==> config.mk <==
export PLATFORM = sky130hd
export DESIGN_NAME = dcache_req_queue
export DESIGN_NICKNAME = d
export VERILOG_FILES = /design/src/rtl/dcache_req_queue.sv
export SDC_FILE = /design/constraint.sdc
export NUM_CORES = 1
export LEC_CHECK = 0
export BUFFER_PORTS_ARGS = -buffer_cell sky130_fd_sc_hd__buf_4
export CAP_MARGIN = 40
export CORE_UTILIZATION = 40
export CTS_BUF_LIST = sky130_fd_sc_hd__clkbuf_4 sky130_fd_sc_hd__clkbuf_8
export CTS_CLUSTER_SIZE = 30
export DETAILED_ROUTE_END_ITERATION = 7
export PLACE_DENSITY = 0.63
export REMOVE_ABC_BUFFERS = 1
export SYNTH_ARGS = -nofsm -noshare
export SYNTH_HDL_FRONTEND = slang
export SYNTH_SLANG_ARGS = --single-unit
==> constraint.sdc <==
create_clock -name clk -period 7.05 [get_ports clk]
set_input_delay 0.705 -clock clk [delete_from_list [all_inputs] [get_ports clk]]
set_output_delay 0.705 -clock clk [all_outputs]
set_load 0.03 [all_outputs]
==> src/rtl/dcache_req_queue.sv <==
// dcache_req_queue
//   Memory-access stage with up to DEPTH outstanding DCache requests.
//   Accepts load/store instructions from the execute side, issues them to the
//   DCache, records in-order data_ok responses and hands completed entries to
//   write-back in program order. A flush kills every resident entry. Killed
//   entries that still wait for data_ok stay resident until the response
//   arrives, so response alignment with the DCache is never lost. Uncached
//   accesses are strongly ordered against every other access.
//
// Ports
//   clk, reset        clock, synchronous active-high reset
//   in_*              instruction from execute (valid/ready handshake)
//   flush             pipeline flush, sampled every cycle
//   req_*             DCache request channel (req_addr_ok = accepted)
//   resp_data_ok/     in-order DCache response, one per issued request
//   resp_rdata
//   out_*             completed head entry to write-back (valid/ready)
//   count             number of resident entries
//   proto_err         sticky: data_ok arrived while nothing was awaiting it
module dcache_req_queue #(
    parameter int ADDR_W = 32,
    parameter int DATA_W = 32,
    parameter int DEPTH  = 4,
    parameter int INFO_W = 48
) (
    input  logic                     clk,
    input  logic                     reset,
    input  logic                     in_valid,
    output logic                     in_ready,
    input  logic                     in_op,
    input  logic [ADDR_W-1:0]        in_addr,
    input  logic [DATA_W/8-1:0]      in_wstrb,
    input  logic [DATA_W-1:0]        in_wdata,
    input  logic                     in_uncache,
    input  logic                     in_ex,
    input  logic [INFO_W-1:0]        in_info,
    input  logic                     flush,
    output logic                     req_valid,
    output logic                     req_op,
    output logic [ADDR_W-1:0]        req_addr,
    output logic [DATA_W/8-1:0]      req_wstrb,
    output logic [DATA_W-1:0]        req_wdata,
    output logic                     req_uncache,
    input  logic                     req_addr_ok,
    input  logic                     resp_data_ok,
    input  logic [DATA_W-1:0]        resp_rdata,
    output logic                     out_valid,
    input  logic                     out_ready,
    output logic [DATA_W-1:0]        out_rdata,
    output logic                     out_ex,
    output logic [INFO_W-1:0]        out_info,
    output logic [$clog2(DEPTH):0]   count,
    output logic                     proto_err
);

    localparam int PTR_W = $clog2(DEPTH);
    localparam int CNT_W = PTR_W + 1;

    // Per-entry state bits (reset) and payload (not reset).
    logic [DEPTH-1:0]   ent_valid;
    logic [DEPTH-1:0]   ent_done;
    logic [DEPTH-1:0]   ent_killed;
    logic [DEPTH-1:0]   ent_op;
    logic [DEPTH-1:0]   ent_ex;
    logic [DEPTH-1:0]   ent_unc;
    logic [INFO_W-1:0]  ent_info  [DEPTH];
    logic [DATA_W-1:0]  ent_rdata [DEPTH];

    logic [PTR_W-1:0]   head_ptr;
    logic [PTR_W-1:0]   tail_ptr;
    logic [PTR_W-1:0]   resp_ptr;
    logic [PTR_W-1:0]   scan_idx;
    logic               resp_found;
    logic               unc_pending;
    logic               full;
    logic               order_ok;
    logic               alloc;
    logic               head_done;
    logic               pop;
    logic               resp_fire;

    // The resp pointer is the oldest resident entry that is not yet done.
    // Exception entries are allocated already done, so the scan skips them,
    // and because responses return in order every older non-ex entry is done.
    // NOTE: every variable driven here gets a default before the loop, so no
    // path leaves it unassigned and no latch is inferred.
    always_comb begin
        resp_found = 1'b0;
        resp_ptr   = head_ptr;
        scan_idx   = head_ptr;
        for (int i = 0; i < DEPTH; i++) begin
            scan_idx = head_ptr + PTR_W'(i);
            if (!resp_found && ent_valid[scan_idx] && !ent_done[scan_idx]) begin
                resp_found = 1'b1;
                resp_ptr   = scan_idx;
            end
        end
    end

    // An uncached entry awaiting data_ok blocks every new request.
    assign unc_pending = |(ent_valid & ent_unc & ~ent_done);
    assign full        = (count == CNT_W'(DEPTH));
    assign order_ok    = !(in_uncache && (count != '0)) && !unc_pending;

    assign req_valid   = in_valid && !in_ex && !flush && !full && order_ok;
    assign req_op      = in_op;
    assign req_addr    = in_addr;
    assign req_wstrb   = in_op ? in_wstrb : '0;
    assign req_wdata   = in_wdata;
    assign req_uncache = in_uncache;

    // Exception entries bypass the DCache and need no addr_ok.
    assign in_ready  = !flush && !full && (in_ex || (req_valid && req_addr_ok));
    assign alloc     = in_valid && in_ready;
    assign resp_fire = resp_data_ok && resp_found;

    // A done-and-killed head leaves silently; otherwise it waits for out_ready.
    assign head_done = ent_valid[head_ptr] && ent_done[head_ptr];
    assign out_valid = head_done && !ent_killed[head_ptr];
    assign pop       = head_done && (ent_killed[head_ptr] || out_ready);

    assign out_rdata = out_valid ? ent_rdata[head_ptr] : '0;
    assign out_ex    = out_valid && ent_ex[head_ptr];
    assign out_info  = out_valid ? ent_info[head_ptr] : '0;

    // NOTE: sequential state uses non-blocking assignments so every register
    // samples the pre-edge values regardless of statement order; later
    // assignments to the same bit intentionally override earlier ones.
    always_ff @(posedge clk) begin
        if (reset) begin
            head_ptr   <= '0;
            tail_ptr   <= '0;
            count      <= '0;
            proto_err  <= 1'b0;
            ent_valid  <= '0;
            ent_done   <= '0;
            ent_killed <= '0;
        end else begin
            if (alloc) tail_ptr <= tail_ptr + 1'b1;
            if (pop)   head_ptr <= head_ptr + 1'b1;
            count <= count + CNT_W'(alloc) - CNT_W'(pop);

            if (resp_data_ok && !resp_found) proto_err <= 1'b1;

            if (flush) ent_killed <= ent_killed | ent_valid;
            if (resp_fire) ent_done[resp_ptr] <= 1'b1;
            if (pop) ent_valid[head_ptr] <= 1'b0;
            // Allocation never targets a valid entry (not full), so it cannot
            // collide with the pop, response or flush updates above.
            if (alloc) begin
                ent_valid[tail_ptr]  <= 1'b1;
                ent_done[tail_ptr]   <= in_ex;
                ent_killed[tail_ptr] <= 1'b0;
            end
        end
    end

    // NOTE: payload storage has no reset; it is only observed through entries
    // whose valid/done bits are reset, so clearing it would buy nothing.
    always_ff @(posedge clk) begin
        if (alloc) begin
            ent_info[tail_ptr]  <= in_info;
            ent_op[tail_ptr]    <= in_op;
            ent_ex[tail_ptr]    <= in_ex;
            ent_unc[tail_ptr]   <= in_uncache;
            ent_rdata[tail_ptr] <= '0;
        end
        if (resp_fire) begin
            ent_rdata[resp_ptr] <= ent_op[resp_ptr] ? '0 : resp_rdata;
        end
    end

endmodule

### After elaboration in Yosys (flattened, before gate mapping)

Memory sizes are Yosys's and may differ from the RTL's. A register that Yosys moved wholly into a read port is not among the register bits.
Index checks and enable logic that the tools add are counted.

| storage, ports and cells | value |
|---|---|
| flip-flop bits (word level) | 32 |
| bits in writable memories | 320 |
| input bits | 158 |
| output and inout bits | 158 |
| logic and storage cells | 142 |
| memories kept | 2 |

Memory list:

| memory | words | width | read ports | clocked after memory_dff | wr ports | RTL line | text |
|---|---|---|---|---|---|---|---|
| ent_info | 4 | 48 | 1 | 1 | 1 | 66 | `logic [INFO_W-1:0] ent_info [DEPTH];` |
| ent_rdata | 4 | 32 | 1 | 1 | 2 | 67 | `logic [DATA_W-1:0] ent_rdata [DEPTH];` |

| cells by class | value |
|---|---|
| add/subtract/negate cells | 6 |
| $lt $le $gt $ge | 9 |
| equal/unequal tests | 1 |
| multiplexer cells | 60 |
| bitwise logic cells | 10 |
| reductions and logical operators | 44 |

Operator list:

| kind | number |
|---|---|
| $mux 32 | 2 |
| $mux 48 | 1 |
| $mux 4 | 10 |
| $logic_and 1x1->1 | 26 |
| $bmux 1 s2 | 11 |
| $mux 1 | 22 |
| $lt 2x3->1 const B | 6 |
| $and 4x4->4 | 4 |
| $bwmux 4 | 4 |
| $logic_not 1->1 | 14 |
| $mux 2 | 7 |
| $not 4->4 | 3 |
| $or 4x4->4 | 3 |
| $demux 1 s2 | 3 |
| $ge 2x1->1 const B | 3 |
| $add 2x1->2 const B | 2 |
| $add 2x2->2 const B | 2 |
| $reduce_or 4->1 | 1 |
| $add 3x1->3 | 1 |
| $eq 3x3->1 const B | 1 |
| $reduce_bool 3->1 | 1 |
| $sub 3x1->3 | 1 |
| $logic_or 1x1->1 | 2 |

### Longest topological paths before layout

Gate-level depths: netlist of the first run.

| logic depth | value |
|---|---|
| depth after elaboration | 26 |
| depth in mapped cells | 14 |
| gate-level depth less buffers | 13 |

### Least setup slack after synthesis of the first run

Ideal clock, no wire load.

| path | value |
|---|---|
| path type | reg2reg |
| start point | register head_ptr[0] |
| end point | memory ent_rdata[3][0], enable pin |
| arrival | 4108 ps |
| required time | 6625 ps |
| slack | 2516 ps |
| cell stages (with the launch flop) | 12 |
| clock period less this slack | 4534 ps |
| cells stage by stage | dfxtp_1 > buf_2 > buf_2 > inv_1 > ha_1 > nor2_1 > a221o_1 > a2bb2oi_1 > o211ai_1 > nand2_1 > buf_1 > o21ai_1 |

RTL lines:

| item | RTL line | text |
|---|---|---|
| start, declared | 69 | `logic [PTR_W-1:0] head_ptr;` |
| start signal, assigned | 140 | `if (pop) head_ptr <= head_ptr + 1'b1;` |
| end, declared | 67 |  |

### Worst setup path after layout of the first run

| path | value |
|---|---|
| start point | register head_ptr[0] |
| end point | output port out_rdata[6] |

| between the ends | value |
|---|---|
| word-level cells in the longest chain between the ends | 5 |

RTL lines:

| item | RTL line | text |
|---|---|---|
| $bmux 1 s2 (on tied branches) | 118, 119 |  |
| $mux 1 (on tied branches) | 118, 119 |  |
| $logic_and 1x1->1 or $logic_not 1->1 (tied branches) | 118, 119 |  |
| $logic_and 1x1->1 * | 119 | `assign out_valid = head_done && !ent_killed[head_ptr];` |
| $mux 32 * | 122 | `assign out_rdata = out_valid ? ent_rdata[head_ptr] : '0;` |
| end, declared | 49 | `output logic [DATA_W-1:0] out_rdata,` |

Mark *: on every way between the ends. The rest lies on a longest branch, timed or not. The select of a mux whose other input is x is not followed.

==> impl_metrics.yaml, run 1 <==
global_routing:
  grt_pass1_vias: 8727
  grt_pass1_wl_um: 58000
  overflow: 0
  antenna_found_initial: 3
  gr-usage-all-layers_pct: 20.1
  grt_max_degree: 56
cts:
  post_cts_resized: 0
  cts_tree: "built"
  root_buffer: "clkbuf_8"
  htree_levels: 2
  ctsHoldBuffers: 0
  path_clk_slew_ps: 60
  clock_latency_ps: 640
  post-cts-setup-buffer-count: 0
  cts_buffers: 58
  cts_buffer_depth: 3
  clkSinkCount: 354
power:
  powerDensity_nw_per_um2: 241
  pwr-share-comb_pct: 6.4
  ir_drop_mv: 0.111
  p_int_uw: 3440
  p_sw_uw: 996
  seqPwrFrac_pct: 53.4
  pwr-share-clk_pct: 40.2
  leakagePower_uw: 0.00588
  switching_share_pct: 22.5
synth:
  ys_seq_area_share_pct: 66.5
  async_flop_share_pct: 0
  syn-cell-area_sq_um: 15600
  synthMuxAreaShare_pct: 12.5
  synth_top_family_by_area: "simple AND/OR/NAND/NOR gates"
  synth-adder-area-share_pct: 0.927
  ys_seq_elements: 354
  yosysWarnings: 0
  ys_types: 53
  syn_avg_cell_area_sq_um: 17.3
  synth_flop_cell: "edfxtp_1"
  synth-xor-area-share_pct: 0.224
  synth-simple-area-share_pct: 12.7
  synth_edf_count: 332
  syn_inst: 907
  synth_compound_area_share_pct: 1.85
worst_setup_path:
  critPathBufInv: 3
  worstSetupEndpointType: "output pin"
  r2r_setup_slack_ps: 2960
  cp.arrival_ps: 3520
  required_ps: 6340
  slowest_delay_ps: 780
  critPathMaxFanout: 55
  crit_family: "buffers and inverters"
  cp_cell_sequence: "mux4_2, nand3b_1, buf_4, buf_16, nor2b_1, buf_4"
  start_kind: "flop"
  critPathKind: "reg -> out"
  crit_top_cell: "buf_4"
  slowest_stage: "dfxtp_1"
timing:
  hold_viol_final: 0
  slew_viol_final: 0
  period_share_pct: 60.0
  setup_viol_count_final: 0
  holdWs_ps: 267
  fmax_ghz: 0.236
  slew_headroom_pct: 43.4
  rsz0062_at_grt: "no"
  period_minus_slack_ps: 4230
  finalSetupTns_ps: 0
  fin_worst_skew_ps: 22.2
  tightest_slew_ps: 850
  setup_ws_ps: 2820
floorplan:
  die-area_sq_um: 39900
  chipWidth_um: 200
  num_io_pins: 316
  coreArea_sq_um: 38600
  start_util_pct: 40.5
  die_y_um: 200
  row_count: 72
cells_and_area:
  area_growth_pct: 17.7
  nets: 1221
  multiInputGateArea_sq_um: 4430
  fin_area_sq_um: 18400
  seq_area_sq_um: 10400
  drive_gt1_share_pct: 39.0
  nFillCells: 3297
drt:
  routed_via_density: 5.36
  vias: 8687
  ant_nets: 0
  drc_errors: 0
  totalWireLength_um: 39700
  firstDrtPassIters: 5
  avgRoutedWirePerCell_um: 24.5
  drt_iter0_drc: 540
hold_path:
  min-delay-path-class: "in -> reg"
run_status:
  outcome: "complete, no violations"
placed_design:
  place_area_sq_um: 17300
  dp_slack_ps: 3000
  globalplace.congestion: 0.852
  io_buffers: 187
  hpwl_um: 24500
run:
  max-cap-violations: 0
==> power groups by stage <==
stage                     Sequential, uW  Combinational [uW]  Clock (uW)
after floorplan                     2420                 141           0
after global routing                2370                 303        1930
after CTS                           2370                 286        1840
final                               2370                 283        1780
after global placement              2410                 272           0
after detailed placement            2410                 285           0
==> cells by family (layout without fill, tap and decap cells) <==
group | count (synthesis) | after routing
adder cells (fa/ha/maj) | 11 | 11
buffers and inverters | 143 | 338
AND/OR/NAND/NOR | 264 | 264
AO/OA/AOI/OAI | 41 | 41
flip-flops | 354 | 354
XOR/XNOR | 4 | 4
multiplexers | 90 | 90
other | 0 | 1
==> sequential cells by signal, summed over array words and instances, names as in the netlist, named ones only <==
register / count
count: 3
ent_done: 4
ent_ex: 4
ent_info: 192
ent_killed: 4
ent_op: 4
ent_rdata: 128
ent_unc: 4
ent_valid: 4
head_ptr: 2
proto_err: 1
tail_ptr: 2
==> through the flow <==
step / instances / util (%) / power, uW
after floorplan: 783 / - / 2560
after global placement: 1502 / 44.2 / 2690
after detailed placement: 1510 / 44.6 / 2700
after CTS: 1620 / 47.6 / 4500
after global routing: 1621 / 47.6 / 4600
final: 1621 / 47.6 / 4430
==> final cells by class <==
class,count,area share (%)
flip-flops and latches,354,56.6
diodes,1,0.0136
clock buffers,75,5.16
repair buffers,209,9.14
well taps,518,3.52
clock inverters,35,1.13
inverters,19,0.387
multi-input cells,410,24.1
==> Yosys cell counts (2+ instances only) <==
| cell type | number | area share (%) |
|---|---|---|
| a21oi_1 | 13 | 0.42 |
| nor4b_1 | 4 | 0.22 |
| o21a_1 | 2 | 0.096 |
| dfxtp_1 | 22 | 2.8 |
| edfxtp_1 | 332 | 64 |
| buf_2 | 4 | 0.13 |
| mux2i_1 | 5 | 0.32 |
| xnor2_1 | 3 | 0.17 |
| ha_1 | 10 | 0.80 |
| nand2_1 | 8 | 0.19 |
| buf_6 | 4 | 0.29 |
| buf_1 | 6 | 0.14 |
| nor3_1 | 3 | 0.096 |
| a221oi_1 | 4 | 0.22 |
| nor4b_2 | 29 | 2.8 |
| and2_1 | 37 | 1.5 |
| o21ai_0 | 8 | 0.26 |
| nor4bb_1 | 2 | 0.13 |
| nand3b_1 | 2 | 0.096 |
| buf_4 | 69 | 3.3 |
| or2_2 | 2 | 0.080 |
| mux4_2 | 83 | 12 |
| clkbuf_1 | 41 | 0.98 |
| nor3b_1 | 65 | 3.1 |
| o211ai_1 | 2 | 0.096 |
| inv_1 | 19 | 0.46 |
| nor2_1 | 13 | 0.31 |
| nand2b_1 | 3 | 0.12 |
| nor2b_1 | 88 | 3.5 |
==> routing by layer <==
| layer | wire length [um] | vias to the layer above | part of all wire (%) | track usage (%) |
|---|---|---|---|---|
| li1 | - | 3753 | - | - |
| met1 | 16800 | 4433 | 42 | 26.8 |
| met2 | 17200 | 432 | 43 | 28.5 |
| met3 | 4750 | 61 | 12 | 9.98 |
| met4 | 741 | 8 | 1.9 | 5.99 |
| met5 | 186 | - | 0.47 | 3.21 |
==> cells in the final DEF (no fill, tap or decap), drive strengths merged, types with 13 or more instances in the layout <==
cell type | netlist | layout
nor4b | 33 | 33
nor2 | 13 | 13
dfxtp | 22 | 22
mux4 | 84 | 84
inv | 19 | 20
nor2b | 88 | 88
a21oi | 13 | 13
nor3b | 65 | 65
edfxtp | 332 | 332
clkinv | 0 | 31
and2 | 37 | 37
clkbuf | 41 | 75
buf | 83 | 209
==> path summary, 6_finish.rpt <==
path | end | start | cells after the start
worst min register to register | ent_killed[2]$_SDFF_PP0_ | ent_killed[2]$_SDFF_PP0_ | 2
worst max-delay path | out_rdata[6] | head_ptr[0]$_SDFFE_PP0P_ | 6
worst max register to register | ent_rdata[3][17]$_SDFFCE_PN0P_ | head_ptr[0]$_SDFFE_PP0P_ | 9
worst min-delay path | ent_info[0][17]$_DFFE_PP_ | in_info[17] | 1
Note: power is estimated with default switching activity, not from simulation.
==> run 2: changes to the inputs <==
--- a/config.mk
+++ b/config.mk
@@ -5,13 +5,14 @@
 export SDC_FILE = /design/constraint.sdc
 export NUM_CORES = 1
 export LEC_CHECK = 0
+export ABC_AREA = 1
 export BUFFER_PORTS_ARGS = -buffer_cell sky130_fd_sc_hd__buf_4
 export CAP_MARGIN = 40
 export CORE_UTILIZATION = 40
 export CTS_BUF_LIST = sky130_fd_sc_hd__clkbuf_4 sky130_fd_sc_hd__clkbuf_8
 export CTS_CLUSTER_SIZE = 30
 export DETAILED_ROUTE_END_ITERATION = 7
-export PLACE_DENSITY = 0.63
+export PLACE_DENSITY = 0.65
 export REMOVE_ABC_BUFFERS = 1
 export SYNTH_ARGS = -nofsm -noshare
 export SYNTH_HDL_FRONTEND = slang
==> constraint.sdc (replaced) <==
create_clock -name clk -period 3.65 [get_ports clk]
set_input_delay 0.365 -clock clk [delete_from_list [all_inputs] [get_ports clk]]
set_output_delay 0.365 -clock clk [all_outputs]
set_load 0.03 [all_outputs]
==> impl_metrics.yaml, run 2 <==
cts:
  cts_tree: "built"
  cts_buffers: 59
  root_buffer: "clkbuf_8"
  ctsHoldBuffers: 52
  clock_latency_ps: 650
  htree_levels: 2
  cts_buffer_depth: 3
  post_cts_resized: 0
  clkSinkCount: 354
  path_clk_slew_ps: 60
  post-cts-setup-buffer-count: 0
timing:
  rsz0062_at_grt: "no"
  period_share_pct: 89.8
  fin_worst_skew_ps: 21.1
  hold_viol_final: 0
  tightest_slew_ps: 791
  period_minus_slack_ps: 3280
  slew_headroom_pct: 47.2
  fmax_ghz: 0.305
  setup_viol_count_final: 0
  holdWs_ps: 100
  slew_viol_final: 0
hold_path:
  min-delay-path-class: "in -> reg"
  hold_depth: 3
cells_and_area:
  top_register: "ent_info"
  seq_area_sq_um: 10400
  diodes: 0
  final_cell_mix: "338 x nor2_1, 332 x edfxtp_1, 216 x buf_4, 170 x o21ai_0, 122 x nor2_2"
  fin_area_sq_um: 19700
  largestRegisters: "ent_info (192), ent_rdata (128)"
  nets: 1815
  nFillCells: 3484
  largest_register_ffs: 192
  drive_gt1_share_pct: 29.9
  final_common_cell: "nor2_1"
  area_growth_pct: 21.0
  multiInputGateArea_sq_um: 4770
worst_setup_path:
  slowest_delay_ps: 690
  required_ps: 3280
  critPathKind: "reg -> out"
  r2r_cells: 15
  critPathMaxFanout: 40
  crit_top_cell: "buf_4"
  cp.arrival_ps: 2910
  start_kind: "flop"
  cp_cell_sequence: "clkinv_2, buf_4, nor2_1, o21ai_0, a21oi_1, buf_4"
  slowest_stage: "dfxtp_4"
  worstSetupEndpointType: "output pin"
power:
  p_int_uw: 6640
  powerDensity_nw_per_um2: 440
  leakagePower_uw: 0.00732
  pwr-share-clk_pct: 40.3
  ir_drop_mv: 0.277
  p_sw_uw: 2000
  p_total_uw: 8640
  pwr-share-comb_pct: 7.4
  switching_share_pct: 23.1
  seqPwrFrac_pct: 52.3
synth:
  ys_types: 32
  syn_avg_cell_area_sq_um: 11.2
  syn_inst: 1450
  synth_edf_count: 332
  yosys.cell_count.top_type: "nor2_1"
  async_flop_share_pct: 0
  yosysWarnings: 0
  synth_largest_area_cell: "edfxtp_1"
  syn-cell-area_sq_um: 16200
  synth_flop_cell: "edfxtp_1"
  synth_common_cells: "338 x nor2_1, 332 x edfxtp_1, 170 x o21ai_0, 122 x nor2_2, 101 x a21oi_1"
  synth_area_leaders: "edfxtp_1 61%, nor2_1 7.8%, o21ai_0 5.2%, nor2_2 4.7%, nand3_4 3.4%"
  ys_seq_elements: 354
  synth_top_area_share_pct: 61.4
  ys_seq_area_share_pct: 64.1
placed_design:
  globalplace.congestion: 0.827
  place_area_sq_um: 18000
  io_buffers: 187
  hpwl_um: 26900
floorplan:
  row_count: 73
  num_io_pins: 316
  chipWidth_um: 204
  coreArea_sq_um: 39900
  die_y_um: 204
  die-area_sq_um: 41400
  start_util_pct: 40.7
drt:
  firstDrtPassIters: 5
  routed_via_density: 5.04
  vias: 11184
  ant_nets: 0
  totalWireLength_um: 44000
  avgRoutedWirePerCell_um: 19.8
  drc_errors: 0
  drt_iter0_drc: 832
run:
  max-cap-violations: 0
global_routing:
  grt_pass1_vias: 11192
  overflow: 0
  gr-usage-all-layers_pct: 21.5
  grt_pass1_wl_um: 66800
  grt_max_degree: 86
  antenna_found_initial: 1
run_status:
  outcome: "complete, no violations"
## run 2: changes by cell type after synthesis, sizes merged, moves of 57 or more
| cell | change |
|---|---|
| nor2 | +449 |
| nor2b | -88 |
| mux4 | -84 |
| nor3b | -65 |
| a21oi | +88 |
| o21ai | +162 |
| nand2 | +77 |
| nand3 | +57 |
## run 2: cells by family (layout without fill, tap and decap cells)
group | after synthesis | in the layout | synth area share (%)
buffers and inverters | 195 | 439 | 6.80
XOR/XNOR | 1 | 1 | 0.0539
AO/OA/AOI/OAI | 276 | 276 | 8.57
AND/OR/NAND/NOR | 613 | 613 | 19.6
flip-flops | 354 | 354 | 64.1
adder cells (fa/ha/maj) | 11 | 11 | 0.893
## run 2: layout make-up
cell class,count,share of cell area [%]
Sequential cell,354,53.0
Tap cell,525,3.34
Inverter,47,0.917
Timing Repair Buffer,283,12.5
Multi-Input combinational cell,901,24.3
Clock buffer,78,5.02
Clock inverter,31,1.01
## run 2: path summary, 6_finish.rpt
kind                            start                             end  slack [ps]
max                              flop                   out_rdata[20]         370
min                    resp_rdata[30]  ent_rdata[3][30]$_SDFFCE_PN0P_         100
max reg2reg  head_ptr[1]$_SDFFE_PP0P_  ent_rdata[3][13]$_SDFFCE_PN0P_         680
min reg2reg    proto_err$_SDFFE_PP0P_          proto_err$_SDFFE_PP0P_         460
## run 2: critical path, delay by kind of cell, from the launching register on
kind                   cells  cell delay, ps
AO/OA/AOI/OAI              2             420
flip-flops                 1             690
AND/OR/NAND/NOR            1             130
buffers and inverters      3             960
## run 2: through the flow
stage / cells / setup TNS (ps) / util, % / setup WS [ps]
global route: 2219 / 0 / 49.2 / 154
detailed placement: 2058 / 0 / 45.0 / 718
CTS: 2219 / 0 / 49.2 / 180
global placement: 2057 / 0 / 44.9 / 773
floorplan: 1302 / -281080 / - / -2960
finish: 2219 / 0 / 49.2 / 374
## run 2: power by group through the flow
stage / clock (uW) / sequential (uW) / combinational [uW]
after floorplan: 0 / 4620 / 312
after global placement: 0 / 4600 / 586
after detailed placement: 0 / 4610 / 594
after CTS: 3590 / 4520 / 644
after global routing: 3750 / 4530 / 698
final: 3480 / 4520 / 639
## run 2: routing by layer
layer,track usage (%),share of wire [%],wire length (um),vias to the layer above
li1,-,-,-,5313
met1,27.7,43,18900,5366
met2,32.8,45,19900,431
met3,8.90,9.7,4250,66
met4,6.04,1.7,768,8
met5,4.29,0.50,218,-
